--- config.mk ---
export PLATFORM = sky130hd
export DESIGN_NAME = note_chart_feeder
export DESIGN_NICKNAME = d
export VERILOG_FILES = /design/src/rtl/note_chart_feeder.sv
export SDC_FILE = /design/constraint.sdc
export NUM_CORES = 1
export LEC_CHECK = 0
export CAP_MARGIN = 20
export CORE_ASPECT_RATIO = 0.9
export CORE_UTILIZATION = 48
export DETAILED_ROUTE_END_ITERATION = 7
export GPL_ROUTABILITY_DRIVEN = 0
export PLACE_DENSITY = 0.72
export SLEW_MARGIN = 25
export SYNTH_ARGS = -nofsm -noshare
export SYNTH_HDL_FRONTEND = slang
export SYNTH_SLANG_ARGS = --single-unit
--- constraint.sdc ---
create_clock -name clk -period 6.5 [get_ports clk]
set_input_delay 0.65 -clock clk [delete_from_list [all_inputs] [get_ports clk]]
set_output_delay 0.65 -clock clk [all_outputs]
set_load 0.05 [all_outputs]
--- src/rtl/note_chart_feeder.sv ---
// Per-lane chart feeder: prefetches note times from chart memory into a small FIFO
// and presents the head to the matcher. Define NOTE_FEEDER_UNDERRUN_EN to build underrun detection.
module note_chart_feeder #(
   parameter int ADDR_WIDTH  = 12,
   parameter int FIFO_DEPTH  = 4,
   parameter int MEM_LATENCY = 2
) (
   input  logic                  clk,
   input  logic                  rst_n,
   input  logic                  start,
   input  logic [ADDR_WIDTH-1:0] base_addr,
   input  logic                  note_request,
   output logic [17:0]           note_time,
   output logic [ADDR_WIDTH-1:0] mem_addr,
   output logic                  mem_rd,
   input  logic [17:0]           mem_data,
   output logic                  busy,
   output logic                  chart_done,
   output logic                  underrun
);

   localparam int PW = $clog2(FIFO_DEPTH);
   localparam int CW = $clog2(FIFO_DEPTH + MEM_LATENCY + 1) + 1;

   typedef enum logic [1:0] {IDLE, FETCH, DRAIN, DONE} state_t;

   state_t            state, state_n;
   logic [17:0]       fifo_mem [FIFO_DEPTH];
   logic [PW-1:0]     rd_ptr, wr_ptr, rd_ptr_n, wr_ptr_n;
   logic [CW-1:0]     occ, occ_n, cnt_n;
   // vld_pipe[k]: a read issued k cycles ago is outstanding; it returns at k == MEM_LATENCY
   logic [MEM_LATENCY:1] vld_pipe, last_pipe, vld_n, last_n;
   logic              ceil_hit, ceil_n;
   logic              ret_vld, ret_sent, ret_last, push, pop, end_hit, issue_last, rd_n;
   logic [ADDR_WIDTH-1:0] addr_n;
   logic [17:0]       head_n;

   always_comb begin
      ret_vld    = vld_pipe[MEM_LATENCY];
      ret_sent   = ret_vld && (mem_data == 18'h3FFFF);
      ret_last   = ret_vld && last_pipe[MEM_LATENCY];
      push       = ret_vld && !ret_sent;
      end_hit    = ret_sent || ret_last;
      pop        = note_request && (occ != '0);
      issue_last = mem_rd && (mem_addr == '1);
      ceil_n     = ceil_hit || issue_last;
      addr_n     = (mem_rd && !issue_last) ? mem_addr + 1'b1 : mem_addr;
      occ_n      = occ + CW'(push) - CW'(pop);
      rd_ptr_n   = rd_ptr + PW'(pop);
      wr_ptr_n   = wr_ptr + PW'(push);

      // a sentinel return kills every younger read, including the one issuing now
      vld_n  = '0;
      last_n = '0;
      if (!ret_sent) begin
         for (int i = MEM_LATENCY; i > 1; i--) begin
            vld_n[i]  = vld_pipe[i-1];
            last_n[i] = last_pipe[i-1];
         end
         vld_n[1]  = mem_rd;
         last_n[1] = issue_last;
      end
      cnt_n = '0;
      for (int i = 1; i <= MEM_LATENCY; i++) cnt_n = cnt_n + CW'(vld_n[i]);

      state_n = state;
      if (state == FETCH && end_hit) state_n = DRAIN;
      if (state_n == DRAIN && occ_n == '0 && cnt_n == '0) state_n = DONE;

      rd_n = (state_n == FETCH) && !ceil_n && ((occ_n + cnt_n) < CW'(FIFO_DEPTH));

      // the new head may be the word being written this very cycle
      if (occ_n == '0)                    head_n = 18'h3FFFF;
      else if (push && wr_ptr == rd_ptr_n) head_n = mem_data;
      else                                 head_n = fifo_mem[rd_ptr_n];
   end

   always_ff @(posedge clk or negedge rst_n) begin
      if (!rst_n) begin
         state      <= IDLE;
         rd_ptr     <= '0;
         wr_ptr     <= '0;
         occ        <= '0;
         vld_pipe   <= '0;
         last_pipe  <= '0;
         ceil_hit   <= 1'b0;
         mem_rd     <= 1'b0;
         mem_addr   <= '0;
         note_time  <= 18'h3FFFF;
         busy       <= 1'b0;
         chart_done <= 1'b0;
      end else if (start) begin
         state      <= FETCH;
         rd_ptr     <= '0;
         wr_ptr     <= '0;
         occ        <= '0;
         vld_pipe   <= '0;
         last_pipe  <= '0;
         ceil_hit   <= 1'b0;
         mem_rd     <= 1'b1;
         mem_addr   <= base_addr;
         note_time  <= 18'h3FFFF;
         busy       <= 1'b1;
         chart_done <= 1'b0;
      end else begin
         state      <= state_n;
         rd_ptr     <= rd_ptr_n;
         wr_ptr     <= wr_ptr_n;
         occ        <= occ_n;
         vld_pipe   <= vld_n;
         last_pipe  <= last_n;
         ceil_hit   <= ceil_n;
         mem_rd     <= rd_n;
         mem_addr   <= addr_n;
         note_time  <= head_n;
         busy       <= (state_n == FETCH) || (state_n == DRAIN);
         chart_done <= (state_n == DONE);
      end
   end

   always_ff @(posedge clk) begin
      if (!start && push) fifo_mem[wr_ptr] <= mem_data;
   end

`ifdef NOTE_FEEDER_UNDERRUN_EN
   always_ff @(posedge clk or negedge rst_n) begin
      if (!rst_n)
         underrun <= 1'b0;
      else if (start)
         underrun <= 1'b0;
      else if (note_request && occ == '0 && (state == FETCH || state == DRAIN))
         underrun <= 1'b1;
   end
`else
   assign underrun = 1'b0;
`endif

endmodule

== Word-level counts from Yosys, hierarchy flattened ==
Memories as Yosys holds them, arrays and structs flattened.
Index checks and enable logic that the tools add are counted.

* Register bits after elaboration: 48
* RAM bits: 72
* Output and inout port bits: 34
* Memories kept: 1

{| class="wikitable"
|+ Memory list
! memory !! depth !! bits a word !! rd ports !! clocked after Yosys merged registers in !! write ports !! line !! RTL
|-
| fifo_mem || 4 || 18 || 1 || 0 || 1 || 28 || <nowiki>logic [17:0] fifo_mem [FIFO_DEPTH];</nowiki>
|}

* $add $sub $neg: 7
* Order comparisons: 1
* Eq/ne operators: 8
* Muxes and demuxes: 21
* Reduce and logical (&&, ||, !) cells: 24

{| class="wikitable"
|+ Operator list
! operator !! count
|-
| $mux W18 || 3
|-
| $mux W12 || 2
|-
| $eq A18 B18 Y1 const B || 1
|-
| $mux W2 || 9
|-
| $logic_and A1 B1 Y1 || 13
|-
| $add A12 B1 Y12 const B || 1
|-
| $eq A12 B12 Y1 const B || 1
|-
| $logic_not A4 Y1 || 2
|-
| $eq A2 B2 Y1 const B || 3
|-
| $mux W1 || 6
|-
| $add A2 B1 Y2 || 2
|-
| $add A4 B1 Y4 || 1
|-
| $add A4 B2 Y4 || 1
|-
| $eq A2 B1 Y1 const B || 2
|-
| $logic_not A1 Y1 || 4
|-
| $lt A4 B3 Y1 const B || 1
|-
| $mux W4 || 1
|-
| $reduce_bool A4 Y1 || 1
|-
| $sub A4 B1 Y4 || 1
|-
| $logic_or A1 B1 Y1 || 3
|-
| $add A1 B1 Y2 || 1
|-
| $eq A2 B2 Y1 || 1
|-
| $reduce_bool A2 Y1 || 1
|}

== Logic depth before layout (Yosys ltp) ==
* Word-level depth: 14
* Mapped depth: 14

== Worst setup path after synthesis ==
Ideal clock, no wire load.

* Path kind: input to register
* From: input port mem_data[15]
* To: register busy
* Arrival time: 3.634 ns
* Data required time: 6.373 ns
* Setup slack: 2.739 ns
* Stages: 14
* Path buffers: 1
* Cells stage by stage: nand4_1 nor4_4 a21bo_2 buf_2 ha_1 inv_1 ha_1 fa_1 xnor2_1 and4bb_2 a31oi_1 a31oi_1 ha_1 or2_2

* Word-level cells in the longest chain between the ends: 13
* Elaborated cells on any way between the ends: 21

{| class="wikitable"
|+ Ends and longest elaborated chain
! item !! line !! RTL
|-
| start, declared || 16 || <nowiki>input logic [17:0] mem_data,</nowiki>
|-
| $eq A18 B18 Y1 * || 40 || <nowiki>ret_sent = ret_vld && (mem_data == 18'h3FFFF);</nowiki>
|-
| $logic_and A1 B1 Y1 * || 40 ||
|-
| $logic_not A1 Y1 || n/a ||
|-
| $logic_and A1 B1 Y1 || 42 || <nowiki>push = ret_vld && !ret_sent;</nowiki>
|-
| $add A4 B1 Y4 || 48 || <nowiki>occ_n = occ + CW'(push) - CW'(pop);</nowiki>
|-
| $sub A4 B1 Y4 || 48 ||
|-
| $logic_not A4 Y1 || 68 || <nowiki>if (state_n == DRAIN && occ_n == '0 && cnt_n == '0) state_n = DONE;</nowiki>
|-
| $logic_and A1 B1 Y1 (2 in series) || 68 ||
|-
| $mux W2 * || 68 ||
|-
| $eq A2 B1 Y1 / $eq A2 B2 Y1 (equally long branches) || 116 || <nowiki>busy <= (state_n == FETCH) || (state_n == DRAIN);</nowiki>
|-
| $logic_or A1 B1 Y1 * || 116 ||
|-
| $mux W1 * || 92 || <nowiki>end else if (start) begin</nowiki>
|-
| end signal, assigned || 116 ||
|-
| end, declared || 17 || <nowiki>output logic busy,</nowiki>
|}

Every way passes the cells marked *; elsewhere a longest branch is shown, timed or not.
A chain may end at the register's enable or synchronous reset.

== Worst setup path after layout ==
* From: input port mem_data[12]
* To: register busy

The elaborated chain is that of the path after synthesis.

==> impl_metrics.toml <==
[outcome]
status = "finished, final reports clean"

[timing]
rsz0062_at_grt = "no"
setup_viol_count_final = 0
worst_slew_pin_slew_ns = 0.632
tns_ns = 0
finalClockSkew_ns = 0.00671
layout_min_cycle_time_ns = 4.05
max_freq_mhz = 247
hold_violations = 0
slew_headroom = 0.579
post-route-period-util = 0.623
slew_viol_final = 0

[routing]
wl_mm = 11.0
dr.pass1.iters = 5
via_per_inst = 5.74
vias = 3320
ant_nets = 0
drc = 0
routedWlPerCell_um = 19.0
drtIter0Drc = 258

[placed_design]
postPlaceCellArea_mm2 = 0.00610
dp.cells = 546
dp_hpwl_mm = 6.53
portBuffers = 66

[setup_path]
startpoint = "mem_data[12]"
cp-start-kind = "input port"
critPathCaptureType = "flip-flop"
worst-r2r-cell-count = 13
worstReg2RegStart = "occ[2]"
reg2reg_to = "busy"
crit_fanout = 6
crit_arrival_ns = 4.34
crit_type = "input port to flip-flop"
reg2reg_slack_ns = 3.11
worstPathRequired_ns = 6.79

[layout]
multi_input_area_mm2 = 0.00171
utilization = 0.642
antenna_cells = 0
synthToLayoutAreaGrowth_pct = 27.4
final_area_mm2 = 0.00672
final_nets = 484
seqCellArea_mm2 = 0.00339
fin_cells = 578
layout-drive-gt1-share = 0.227
num-fill-cells = 749

[synthesis]
avgSynthCellArea_um2 = 14.7
yosys_warnings = 0
synth_top_area_cell = "edfxtp_1"
synth_nets = 408
synth_area_mm2 = 0.00528
synth.top_cell.area_share = 0.410
ys_async_sr_fraction = 0.400
synthCells = 360
ys_types = 54
synth_edf_count = 72
ys_seq_elements = 120
ys_seq_area_frac = 0.642
synthFlopType = "edfxtp_1"
synthTopCellsByArea = "edfxtp_1 (41%), dfrtp_1 (14%), dfstp_2 (9.0%)"

[grt]
track_usage = 0.214
grt_pass1_vias = 3359
grt_pass1_wl_mm = 17.9
grt_max_degree = 49
antenna_found_initial = 0
grt_overflow_total = 0

[clock_network]
clk_pin_slew_ns = 0.06
cts_sinks = 120
clk_path_buf_depth = 2
postCtsSetupBuffers = 0
cts_resized = 0
htreeDepth = 4
hold_buffers = 0
cts_tree = "built"
cts_made_buffers = 17
insertion_delay_ns = 0.41
root_buffer = "clkbuf_16"

[floorplan]
start_util = 0.504
die_x_um = 113
ios = 68
core_mm2 = 0.0105
dieArea_mm2 = 0.0114
rows = 35
die_y_um = 101

[power]
power_per_cell_area_mw_per_mm2 = 453
p_leak_nw = 2.50
ir_drop_uv = 255

[run]
maxCapViolCount = 0

[worst_hold_path]
hp-class = "input port to asynchronous set/reset pin"
-- flip-flops by register name, indices dropped and copies added (netlist names) --
name,cells
occ,4
vld_pipe,2
chart_done,1
ceil_hit,1
note_time,18
state,2
mem_addr,12
rd_ptr,2
fifo_mem,72
mem_rd,1
busy,1
wr_ptr,2
last_pipe,2
-- synth_stat cells, drive strengths merged (5+ instances only) --
master  instances
nand4           6
nor2           16
ha             13
clkbuf          8
nand3           5
inv            32
o311ai         18
o21ai          26
buf            10
a21oi           5
dfstp          18
nand2          16
mux4           18
a31oi           9
dfrtp          30
xnor2           9
edfxtp         72
xor2            6
nor2b           7
-- worst max-delay path by stage --
stage / endpoint / slack [ns] / cells past startpoint
finish: busy / 2.45 / 14
global route: busy / 2.22 / 14
CTS: busy / 2.48 / 14
detailed placement: busy / 2.04 / 14
global placement: busy / 2.14 / 14
floorplan: busy / 2.74 / 14
-- per-layer routing --
layer / track usage / vias up / routed length [µm]
met2: 0.338 / 116 / 5410
met1: 0.293 / 1663 / 4780
li1: - / 1522 / -
met4: 0.0800 / 0 / 158
met3: 0.0503 / 19 / 630
met5: 0 / - / 0
-- metrics by stage --
step	setup WS, ns	power, W	hold slack [ns]
detailed placement	2.04	0.00208	0.466
global placement	2.14	0.00207	0.471
global route	2.22	0.00320	0.400
floorplan	2.74	0.00180	0.354
finish	2.45	0.00304	0.343
CTS	2.48	0.00307	0.364
-- where the power goes --
group | internal [W] | total, W | switching, W
logic | 0.000430 | 0.00109 | 0.000662
registers | 0.000929 | 0.000981 | 0.0000520
clock network | 0.000611 | 0.000970 | 0.000359
-- final cells by class --
| type | instances | area share |
|---|---|---|
| inverter | 32 | 0.0179 |
| clock buffer | 17 | 0.0633 |
| sequential | 120 | 0.504 |
| timing repair buffer | 75 | 0.108 |
| tap | 129 | 0.0240 |
| clock inverter | 15 | 0.0287 |
| multi-input combinational | 190 | 0.255 |
-- worst max-delay path: stages --
cell and delay, ns:
clkdlybuf4s50_1 0.58, nand4_1 0.20, nor4_4 0.38, a21bo_2 0.21, ha_1 0.11, inv_1 0.04
ha_1 0.20, fa_1 0.38, xnor2_1 0.40, and4bb_2 0.33, a31oi_1 0.09, a31oi_1 0.24
ha_1 0.27, or2_2 0.26
-- placed cells by master, fill, tap and decap left out, types with 3 or more instances in the layout --
| cell | n |
|---|---|
| bufinv_16 | 3 |
| dfrtp_1 | 30 |
| ha_1 | 13 |
| dfstp_2 | 18 |
| nand2_1 | 15 |
| xor2_1 | 6 |
| nand3_1 | 3 |
| o311ai_0 | 18 |
| nor2_1 | 16 |
| buf_4 | 9 |
| mux4_2 | 18 |
| xnor2_1 | 8 |
| inv_1 | 32 |
| clkdlybuf4s50_1 | 65 |
| o21ai_0 | 24 |
| clkbuf_16 | 17 |
| nand4_1 | 6 |
| a31oi_1 | 8 |
| a21oi_1 | 4 |
| clkinvlp_4 | 3 |
| nor2b_1 | 7 |
| mux2_2 | 3 |
| clkinv_4 | 4 |
| or2_2 | 3 |
| edfxtp_1 | 72 |
-- cells by family (layout without fill, tap and decap cells) --
family          Yosys count  after routing  share of synthesized area
compound gates           69             69                     0.0923
xor+xnor                 15             15                     0.0263
fa+ha+maj                14             14                     0.0346
buf+inv                  50            139                     0.0401
flops                   120            120                      0.642
mux                      23             23                     0.0873
other cells               1              1                   0.000711
simple gates             68             68                     0.0769
No activity file was read; power rests on OpenSTA's default activity.
